===== config.mk =====
export PLATFORM = sky130hd
export DESIGN_NAME = freq_step_controller
export DESIGN_NICKNAME = d
export VERILOG_FILES = /design/src/rtl/freq_step_controller.sv
export SDC_FILE = /design/constraint.sdc
export NUM_CORES = 1
export LEC_CHECK = 0
export ABC_AREA = 1
export BUFFER_PORTS_ARGS = -buffer_cell sky130_fd_sc_hd__buf_2
export CORE_MARGIN = 5
export CORE_UTILIZATION = 67
export DETAILED_ROUTE_END_ITERATION = 8
export PLACE_DENSITY = 0.87
export SETUP_SLACK_MARGIN = 0.15
export SLEW_MARGIN = 25
export SYNTH_ARGS = -nofsm -noshare
export SYNTH_HDL_FRONTEND = slang
export SYNTH_SLANG_ARGS = --single-unit

===== constraint.sdc =====
create_clock -name clk -period 6.2 [get_ports clk]
set_input_delay 0 -clock clk [delete_from_list [all_inputs] [get_ports clk]]
set_output_delay 0 -clock clk [all_outputs]
set_load 0.005 [all_outputs]

===== src/rtl/freq_step_controller.sv =====
// Key-driven reference frequency stepper: up/down/step/preset pulses sampled only in IDLE.
// One-cycle command latency; a new freq_hz is held under upd_valid until upd_ready, then a lockout ignores keys.
module freq_step_controller #(
    parameter int FREQ_MIN       = 20,
    parameter int FREQ_MAX       = 20000,
    parameter int FREQ_INIT      = 1000,
    parameter int LOCKOUT_CYCLES = 5000000
) (
    input  logic        clk,
    input  logic        rst,
    input  logic [3:0]  pulse_in,
    input  logic        upd_ready,
    output logic [15:0] freq_hz,
    output logic [1:0]  step_sel,
    output logic        upd_valid,
    output logic        busy,
    output logic        at_limit
);

    localparam int              CNT_W         = (LOCKOUT_CYCLES > 1) ? $clog2(LOCKOUT_CYCLES + 1) : 1;
    localparam logic [CNT_W-1:0] LOCK_LOAD    = CNT_W'(LOCKOUT_CYCLES);
    localparam logic            LOCK_EN       = (LOCKOUT_CYCLES != 0);
    localparam logic [15:0]     F_MIN         = 16'(FREQ_MIN);
    localparam logic [15:0]     F_MAX         = 16'(FREQ_MAX);
    localparam logic [15:0]     F_INIT        = 16'(FREQ_INIT);
    localparam logic            INIT_AT_LIMIT = (FREQ_INIT == FREQ_MIN) || (FREQ_INIT == FREQ_MAX);

    typedef enum logic [1:0] {
        S_IDLE    = 2'd0,
        S_UPDATE  = 2'd1,
        S_LOCKOUT = 2'd2
    } state_t;

    state_t           r_state;
    state_t           w_state_nxt;
    logic [15:0]      r_freq;
    logic [15:0]      w_freq_nxt;
    logic [1:0]       r_step;
    logic [1:0]       w_step_nxt;
    logic             r_valid;
    logic             w_valid_nxt;
    logic             r_busy;
    logic             r_at_limit;
    logic [CNT_W-1:0] r_cnt;
    logic [CNT_W-1:0] w_cnt_nxt;

    logic [15:0]      w_step_val;
    logic [16:0]      w_sum;
    logic [16:0]      w_dn_floor;
    logic [15:0]      w_freq_up;
    logic [15:0]      w_freq_dn;

    always_comb begin
        w_step_val = 16'd1;
        case (r_step)
            2'd0: w_step_val = 16'd1;
            2'd1: w_step_val = 16'd10;
            2'd2: w_step_val = 16'd100;
            2'd3: w_step_val = 16'd1000;
            default: w_step_val = 16'd1;
        endcase
    end

    // Arithmetic is done at 17 bits so saturation is decided before any wrap.
    assign w_sum      = {1'b0, r_freq} + {1'b0, w_step_val};
    assign w_dn_floor = {1'b0, F_MIN} + {1'b0, w_step_val};
    assign w_freq_up  = (w_sum > {1'b0, F_MAX}) ? F_MAX : w_sum[15:0];
    assign w_freq_dn  = ({1'b0, r_freq} < w_dn_floor) ? F_MIN : (r_freq - w_step_val);

    always_ff @(posedge clk) begin
        if (rst) begin
            r_state <= S_IDLE;
        end else begin
            r_state <= w_state_nxt;
        end
    end

    always_comb begin
        w_state_nxt = r_state;
        w_freq_nxt  = r_freq;
        w_step_nxt  = r_step;
        w_valid_nxt = r_valid;
        w_cnt_nxt   = r_cnt;
        case (r_state)
            S_IDLE: begin
                if (pulse_in[3]) begin
                    w_freq_nxt  = F_INIT;
                    w_step_nxt  = 2'd0;
                    w_valid_nxt = 1'b1;
                    w_state_nxt = S_UPDATE;
                end else if (pulse_in[2]) begin
                    w_step_nxt = r_step + 2'd1;
                    if (LOCK_EN) begin
                        w_state_nxt = S_LOCKOUT;
                        w_cnt_nxt   = LOCK_LOAD;
                    end
                end else if (pulse_in[1]) begin
                    w_freq_nxt  = w_freq_dn;
                    w_valid_nxt = 1'b1;
                    w_state_nxt = S_UPDATE;
                end else if (pulse_in[0]) begin
                    w_freq_nxt  = w_freq_up;
                    w_valid_nxt = 1'b1;
                    w_state_nxt = S_UPDATE;
                end
            end
            S_UPDATE: begin
                if (upd_ready) begin
                    w_valid_nxt = 1'b0;
                    if (LOCK_EN) begin
                        w_state_nxt = S_LOCKOUT;
                        w_cnt_nxt   = LOCK_LOAD;
                    end else begin
                        w_state_nxt = S_IDLE;
                    end
                end
            end
            S_LOCKOUT: begin
                // Counter holds the cycles left including this one, so the lockout spans exactly LOCKOUT_CYCLES.
                if (r_cnt <= CNT_W'(1)) begin
                    w_cnt_nxt   = '0;
                    w_state_nxt = S_IDLE;
                end else begin
                    w_cnt_nxt = r_cnt - CNT_W'(1);
                end
            end
            default: begin
                w_state_nxt = S_IDLE;
                w_valid_nxt = 1'b0;
                w_cnt_nxt   = '0;
            end
        endcase
    end

    always_ff @(posedge clk) begin
        if (rst) begin
            r_freq     <= F_INIT;
            r_step     <= 2'd0;
            r_valid    <= 1'b0;
            r_busy     <= 1'b0;
            r_cnt      <= '0;
            r_at_limit <= INIT_AT_LIMIT;
        end else begin
            r_freq     <= w_freq_nxt;
            r_step     <= w_step_nxt;
            r_valid    <= w_valid_nxt;
            r_busy     <= (w_state_nxt != S_IDLE);
            r_cnt      <= w_cnt_nxt;
            r_at_limit <= (w_freq_nxt == F_MIN) || (w_freq_nxt == F_MAX);
        end
    end

    assign freq_hz   = r_freq;
    assign step_sel  = r_step;
    assign upd_valid = r_valid;
    assign busy      = r_busy;
    assign at_limit  = r_at_limit;

endmodule

==> results.toml, run 1 <==
[status]
status = "complete, no violations"

[floorplan]
io_pins = 28
die_w_um = 90.2
die_area_um2 = 8130
rows = 29
core_um2 = 6310
dieHeight_um = 90.2
start_util_pct = 68.2

[cells_and_area]
layout-drive-gt1-share_pct = 8.37
antenna_cells = 0
n_fill_cell = 554
multi_input_comb_area_um2 = 2950
post-route-util_pct = 72.0
seq_area_um2 = 921
fin_area_um2 = 4540
final_nets = 770
syn_to_final_growth_pct = 5.55
final_common_cell = "nand2_1"
layout_common_cells = "nand2_1 (194), nor2_1 (92), inv_1 (83), a21oi_1 (60), nand3_1 (51)"

[yosys]
netlist_area_um2 = 4300
ys_warn_count = 0
ys_types = 37
synth-seq-cells = 46
avgSynthCellArea_um2 = 6.02
synthFlopType = "dfxtp_1"
synthArstFlopShare_pct = 0
ys_seq_area_share_pct = 21.4
synth_edf_count = 0
synth_nets = 757
syn-instance-count = 715

[power]
power_density_nw_per_um2 = 293
peakVddDrop_mv = 0.326
comb_power_share_pct = 50.9
p_int_w = 0.000723
clkPwrFrac_pct = 16.1
switching_share_pct = 45.7
netSwitchingPower_w = 0.000608
p_seq_share_pct = 33.0
power_leakage_nw = 2.24

[detailed_routing]
routed_wl_um = 11700
drt_iter0_markers = 443
wl_per_cell_um = 14.6
route.vias.total = 4682
drc_errors = 0
drtAntennaViolNets = 0
vias_per_cell = 5.81
firstDrtPassIters = 7

[setup_path]
critPathSlowestCell = "dfxtp_1"
r2r-end = "at_limit"
r2r-start = "step_sel[1]"
worstSetupEndpointType = "flip-flop"
reg2reg_slack_ps = 2510
critPathTopFamily = "simple AND/OR/NAND/NOR gates"
path_common_cell = "inv_1"
crit_type = "reg -> reg"
required_ps = 6440
rr_worst_depth = 23
cp.arrival_ps = 3930
cp_slowest_stage_delay_ps = 370
crit_cells = 23
path_buf_inv = 6
start_kind = "flip-flop"
worstPathMaxFanout = 9
crit_chain = "inv_1, ha_1, inv_1, a21oi_1, inv_1, nor2_1, inv_1, ha_1, ha_1, nand4_1, nor2_1, o21ai_0, nand3_2, nand2_1, inv_1, nand2_1, nand2_1, or2_0, o21ai_0, inv_1, nand2_1, nand2_1, nor2_2"

[clock_network]
post_cts_buffers = 0
insertion_delay_ps = 290
cts-resized-gates = 0
clk_pin_slew_ps = 90
cts_tree = "built"
htree_levels = 2
postCtsHoldBufs = 0
clockBufferDepth = 2
cts_buffers = 5
cts.sinks = 46
cts-root-buf = "clkbuf_8"

[grt]
grt_pass1_vias = 4472
grt_first_pass_wirelength_um = 19900
grt_max_degree = 26
antenna_found_initial = 0
grt_overflow_total = 0
grtUsageTotal_pct = 28.5

[sta]
finalSetupViolCount = 0
rsz0062_at_grt = "no"
finalCritPeriodShare_pct = 59.5
fin_skew_ps = 7.33
slew_headroom_pct = 60.7
fmax_ghz = 0.271
worst_slack_ps = 2510
hold_viol_final = 0
period_needed_ps = 3690
finalMaxSlewViolations = 0
tightest_slew_ps = 590
final.setup.tns_ps = 0

[placement]
dp_slack_ps = 2590
place_area_um2 = 4430
gp_congestion = 1.05
dp_hpwl_um = 9140
numPortBuffers = 27

[hold_path]
hp-class = "in -> reg"
worstHoldEndpoint = "step_sel[1]"
min_from = "pulse_in[3]"
hold_depth = 4

[run]
max_cap_violations = 0
## kinds of logic (layout without fill, tap and decap cells)
group                    after synthesis  in the layout  synth area share, %
AO/OA/AOI/OAI                         98             98                 12.1
XOR/XNOR                              33             33                 6.72
adder cells (fa/ha/maj)               35             35                 10.5
buffers and inverters                109            123                 10.1
flip-flops                            46             46                 21.4
AND/OR/NAND/NOR                      394            394                 39.2
## power groups by stage
stage | clock network, W | registers, W | logic [W]
after global placement | 0 | 0.000437 | 0.000638
after CTS | 0.000219 | 0.000436 | 0.000663
after floorplan | 0 | 0.000420 | 0.000529
after detailed placement | 0 | 0.000442 | 0.000653
after global routing | 0.000232 | 0.000448 | 0.000767
final | 0.000215 | 0.000439 | 0.000678
## Yosys cell counts, types with 3 or more instances
master | n | share of area (%)
o21ai_0 | 28 | 3.3
dfxtp_1 | 46 | 21
ha_1 | 33 | 9.6
inv_2 | 4 | 0.35
inv_1 | 83 | 7.2
nor2_1 | 92 | 8.0
or2_2 | 5 | 0.73
nand3_1 | 51 | 5.9
nor4_1 | 6 | 0.87
clkbuf_1 | 11 | 0.96
xnor2_1 | 12 | 2.4
nor3_1 | 17 | 2.0
nand2_2 | 5 | 0.73
nand2_1 | 194 | 17
xor2_1 | 21 | 4.3
nor2_2 | 4 | 0.58
nand3_2 | 4 | 0.93
buf_2 | 6 | 0.70
nand4_1 | 11 | 1.6
a21oi_1 | 60 | 7.0
buf_4 | 3 | 0.52
## stage by stage
step                power, W  hold slack, ps  std cells
floorplan           0.000949             196        715
global placement     0.00108             343        798
detailed placement   0.00109             355        798
CTS                  0.00132            45.9        806
global route         0.00145            75.2        806
finish               0.00133            59.7        806
## worst min-delay path, cell delays in order
cell and delay, ps:
buf_2 110, nor3_1 80, nand2_1 60, a21oi_1 50
## registers in the layout, indices dropped and copies added (netlist names)
name / count
at_limit: 1
r_state: 2
step_sel: 2
upd_valid: 1
busy: 1
r_cnt: 23
freq_hz: 16
## how the worst max path moves through the flow
stage	startpoint	to	slack [ps]
after floorplan	step_sel[1]	at_limit	3100
after global placement	step_sel[1]	at_limit	2670
after detailed placement	step_sel[1]	at_limit	2590
after CTS	step_sel[1]	at_limit	2570
after global routing	step_sel[1]	at_limit	2050
final	step_sel[1]	at_limit	2510
## per-layer routing
metal	vias up	wire length [um]	track usage (%)
met5	-	0	0
li1	2319	-	-
met2	192	5830	51.2
met1	2116	4670	33.2
met4	0	499	13.3
met3	55	732	3.67
## final cells by class
class	count	share of cell area, %
tap	77	2.12
multi-input combinational	560	65.0
sequential	46	20.3
timing repair buffer	27	2.97
clock inverter	3	0.881
inverter	88	7.27
clock buffer	5	1.51
(Power assumes the default switching activity.)
==> run 2: changes to the inputs <==
- ABC_AREA: 1 -> 0
- CORE_UTILIZATION: 67 -> 62
- PLACE_DENSITY: 0.87 -> 0.81
- clock period: 6.2 -> 3.54 ns (I/O delays scaled with it)
==> results.toml, run 2 <==
[yosys]
synth_edf_count = 0
synthTopCellsByArea = "dfxtp_1 (22%), ha_1 (9.7%), nor2_1 (7.1%), a21oi_1 (4.5%), xnor2_1 (4.3%)"
synth_nets = 597
synth-seq-cells = 46
synthArstFlopShare_pct = 0
netlist_area_um2 = 4240
syn-instance-count = 555
ys_types = 79
avgSynthCellArea_um2 = 7.63
synthFlopType = "dfxtp_1"
synth_top_cells_by_count = "nor2_1 (80), dfxtp_1 (46), a21oi_1 (38)"
yosysTopAreaCell = "dfxtp_1"
synth_top_area_share_pct = 21.7
yosys.cell_count.top_type = "nor2_1"
ys_warn_count = 0
ys_seq_area_share_pct = 21.7

[setup_path]
cp_slowest_stage_delay_ps = 440
required_ps = 3760
crit_type = "reg -> reg"
cp.arrival_ps = 4570
crit_chain = "inv_4, ha_4, nor2_4, ha_4, nor3b_4, nand2_1, a31o_1, a2111o_1, a2111oi_4, nor2_4, or4_4, a221oi_4, nand4_1, a2111oi_4"
path_buf_inv = 1
critPathSlowestCell = "or4_4"
start_kind = "flip-flop"
worstPathMaxFanout = 5
worstSetupEndpointType = "flip-flop"
critPathTopFamily = "compound AO/OA/AOI/OAI gates"

[sta]
finalSetupViolCount = 12
hold_viol_final = 0
rsz0062_at_grt = "yes"
fmax_ghz = 0.230
fin_skew_ps = 17.3
period_needed_ps = 4350
finalCritPeriodShare_pct = 123
tightest_slew_ps = 723
worst_slack_ps = -811
finalMaxSlewViolations = 0
slew_headroom_pct = 51.8

[cells_and_area]
fin_cells = 786
largest_reg_flops = 23
syn_to_final_growth_pct = 42.6
final_common_cell = "buf_4"
layout-drive-gt1-share_pct = 38.4
fin_area_um2 = 6040
n_fill_cell = 316
antenna_cells = 0
final_nets = 748
top_register = "r_cnt"
layout_common_cells = "buf_4 (125), nor2_1 (74), dfxtp_1 (44), nand2_1 (35), a21oi_1 (35)"

[grt]
grt_max_degree = 33
grt_overflow_total = 0
grt_first_pass_wirelength_um = 27300
antenna_found_initial = 0
grtUsageTotal_pct = 40.5
grt_pass1_vias = 5286

[detailed_routing]
wl_per_cell_um = 24.5
drtAntennaViolNets = 0
drt_iter0_markers = 1118
routed_wl_um = 19200
vias_per_cell = 7.25
drc_errors = 75
firstDrtPassIters = 9
route.vias.total = 5698

[floorplan]
io_pins = 28
die_w_um = 92.7
start_util_pct = 63.0
die_area_um2 = 8580
core_um2 = 6720
dieHeight_um = 92.7
rows = 30

[placement]
dp_hpwl_um = 11900
place_area_um2 = 5390
dp.cells = 760
numPortBuffers = 27
gp_congestion = 1.02

[power]
power_density_nw_per_um2 = 304
power_leakage_nw = 2.50
peakVddDrop_mv = 0.348

[clock_network]
postCtsHoldBufs = 0
cts_tree = "built"
cts_buffers = 5
insertion_delay_ps = 310
clk_pin_slew_ps = 100
cts-root-buf = "clkbuf_8"
clockBufferDepth = 2
cts.sinks = 46
htree_levels = 2

[status]
violations = "design-rule violations, negative setup slack"
status = "finished, violations left"

[hold_path]
hp-class = "in -> reg"

[run]
max_cap_violations = 0
## run 2: changes by cell type after synthesis, sizes merged, moves of 8 or more
cell,delta
xnor2,+9
xor2,-17
o31ai,+10
nor4,+8
nor2,-15
nand2b,+15
inv,-56
and3,+9
nand4,-8
a21oi,-23
nand2,-163
nand3,-44
## run 2: area by class of cell
class / instances / area (um^2) / area share [%]
Sequential cell: 46 / 928 / 15.4
Inverter: 31 / 126 / 2.09
Tap cell: 80 / 100 / 1.66
Timing Repair Buffer: 166 / 1230 / 20.4
Clock inverter: 2 / 10.0 / 0.166
Multi-Input combinational cell: 456 / 3570 / 59.2
Clock buffer: 5 / 68.8 / 1.14
## run 2: cells by family (layout without fill, tap and decap cells)
family                   Yosys count  in the layout  share of synthesized area (%)
multiplexers                       1              1                          0.236
AND/OR/NAND/NOR                  229            229                           27.8
flip-flops                        46             46                           21.7
AO/OA/AOI/OAI                    166            166                           29.2
XOR/XNOR                          25             25                           5.17
adder cells (fa/ha/maj)           35             35                           10.7
buffers and inverters             53            204                           5.20
## run 2: per-layer routing
layer  up-vias  GRT usage [%]  share of wire [%]
li1       2339              -                  -
met1      2558           50.1                 33
met2       590           65.0                 44
met3       211           8.61                 14
met4         0           23.4                9.1
met5         -              0                  0
## run 2: power breakdown
| group | leakage (nW) | switching, W | internal (W) |
|---|---|---|---|
| logic | 2.07 | 0.000524 | 0.000345 |
| clock network | 0.0438 | 0.000189 | 0.000133 |
| registers | 0.377 | 0.0000693 | 0.000575 |
| total | 2.50 | 0.000782 | 0.00105 |
## run 2: repair_timing
action,in CTS,in global routing
buffers inserted,14,5
pin swaps,29,24
gates resized for setup,52,42
setup endpoints to repair,16,30
## run 2: worst paths after layout
check | start | slack [ps] | endpoint | cells after the start
max | step_sel[0] | -810 | at_limit | 14
min | pulse_in[3] | 140 | upd_valid | 3
max reg2reg | step_sel[0] | -810 | at_limit | 14
min reg2reg | r_cnt[20] | 520 | r_cnt[20] | 2
## run 2: worst register-to-register path, cell delays in order, from the launching register on
cell and delay (ps):
dfxtp_4 420, inv_4 70, ha_4 180, nor2_4 170, ha_4 270, nor3b_4 320
nand2_1 230, a31o_1 320, a2111o_1 420, a2111oi_4 430, nor2_4 100, or4_4 440
a221oi_4 280, nand4_1 230, a2111oi_4 390
## run 2: through the flow
step	power [W]	hold slack, ps	setup slack (ps)	TNS, ps	util (%)
2_1_floorplan	0.00113	87.7	-348	-348	-
3_3_place_gp	0.00134	384	-458	-813	80.2
3_5_place_dp	0.00138	380	-655	-2390	80.2
4_1_cts	0.00171	110	-528	-1250	86.6
5_1_grt	0.00192	151	-997	-6160	89.9
6_report	0.00184	143	-811	-3730	89.9
==> run 3: changes to the inputs <==
- clock period: 3.54 -> 4.1 ns (I/O delays scaled with it)
==> results.toml, run 3 (same netlist as run 2, synthesis figures left out) <==
[status]
status = "finished, violations left"
violations = "negative setup slack"

[sta]
final.setup.tns_ps = -89.4
rsz0062_at_grt = "yes"
finalMaxSlewViolations = 0
period_needed_ps = 4190
fin_skew_ps = 4.70
fmax_ghz = 0.239
slew_headroom_pct = 60.9
finalCritPeriodShare_pct = 102
worst_slack_ps = -89.4
finalSetupViolCount = 1
holdWs_ps = 111
tightest_slew_ps = 586
hold_viol_final = 0

[setup_path]
crit_chain = "inv_2, ha_4, nor2_4, ha_2, nor3b_4, o311ai_4, a31o_1, buf_4, a21oi_1, o22ai_2, o31ai_2, a2111oi_4, buf_4, nor3_1, or4b_4, a2111oi_4"
reg2reg_slack_ps = -90
worstSetupEndpointType = "flip-flop"
cp.arrival_ps = 4380
required_ps = 4290
crit_cells = 16
rr_worst_depth = 16
r2r-start = "step_sel[0]"
path_buf_inv = 3
cp_slowest_stage_delay_ps = 510
crit_type = "reg -> reg"
startpoint = "step_sel[0]"
critPathTopFamily = "compound AO/OA/AOI/OAI gates"
r2r-end = "at_limit"
start_kind = "flip-flop"
endpoint = "at_limit"
critPathSlowestCell = "or4b_4"
worstPathMaxFanout = 6

[detailed_routing]
firstDrtPassIters = 7
vias_per_cell = 6.90
drc_errors = 0
drt_iter0_markers = 578
drtAntennaViolNets = 0
wl_per_cell_um = 19.4
route.vias.total = 4829
routed_wl_um = 13600

[placement]
dp.cells = 685
gp_congestion = 1.01
numPortBuffers = 27
dp_hpwl_um = 10200

[grt]
grt_use_met2_pct = 49.4
grt_first_pass_wirelength_um = 22100
antenna_found_initial = 0
grt_overflow_total = 0
grt_max_degree = 33
grtUsageTotal_pct = 31.6
use_met3_pct = 6.26
grt.busiest_layer = "met2"
met1_usage_pct = 41.7
grt_pass1_vias = 4561

[cells_and_area]
top_register = "r_cnt"
multi_input_comb_area_um2 = 3280
fin_cells = 700
final_nets = 661
syn_to_final_growth_pct = 19.2
antenna_cells = 0
layout_common_cells = "nor2_1 (78), buf_4 (52), dfxtp_1 (44), a21oi_1 (36), nand2_1 (35)"
seq_area_um2 = 928
layout-drive-gt1-share_pct = 23.4
largest_reg_flops = 23
n_fill_cell = 509
final_common_cell = "nor2_1"
post-route-util_pct = 75.1

[clock_network]
clockBufferDepth = 2
htree_levels = 2
cts_buffers = 5
insertion_delay_ps = 290
cts-root-buf = "clkbuf_8"
clk_pin_slew_ps = 80
cts.sinks = 46
cts_tree = "built"

[hold_path]
hp-class = "in -> reg"

[power]
power_leakage_nw = 2.03
power_w = 0.00143
power_density_nw_per_um2 = 284
peakVddDrop_mv = 0.396

[run]
max_cap_violations = 0

[floorplan]
core_um2 = 6720
rows = 30
die_area_um2 = 8580
start_util_pct = 63.0
die_w_um = 92.7
dieHeight_um = 92.7
io_pins = 28
run 3: layer usage:
layer / part of all wire [%] / vias up
met3: 12 / 94
met2: 44 / 369
li1: - / 2167
met5: 0 / -
met4: 5.5 / 0
met1: 38 / 2199
run 3: what timing repair did:
item / in CTS / in global routing
buffers inserted: 5 / 2
endpoints found under the setup margin: 1 / 2
resized for setup: 9 / 15
pin swaps: 8 / 14
hold buffers: 0 / 0
run 3: power breakdown:
part	switching, W	total [W]	internal, W
Clock	0.000143	0.000279	0.000136
Sequential	0.0000610	0.000557	0.000496
Combinational	0.000359	0.000595	0.000236
run 3: worst min path at each step:
stage,slack [ps],startpoint,end,cells after the start
2_1_floorplan,90,rst,r_state[0],1
3_3_place_gp,380,busy,busy,1
3_5_place_dp,390,busy,busy,1
4_1_cts,100,pulse_in[3],upd_valid,3
5_1_grt,170,upd_ready,upd_valid,4
6_report,110,pulse_in[3],upd_valid,3
run 3: area by class of cell:
type | count | area share (%)
multi-input cells | 456 | 65.0
flip-flops and latches | 46 | 18.4
repair buffers | 79 | 10.4
inverters | 31 | 2.35
well taps | 80 | 1.98
clock buffers | 7 | 1.71
clock inverters | 1 | 0.0992
run 3: worst min-delay path, stage by stage:
cell and delay, ps:
buf_2 140, nor3_1 70, nor3_1 150
run 3: metrics by stage:
step,worst slack (ps),cell area (um^2)
global route,-215,5050
global placement,-33.1,4780
floorplan,171,4310
finish,-89.4,5050
detailed placement,-214,4780
CTS,-26.3,4940
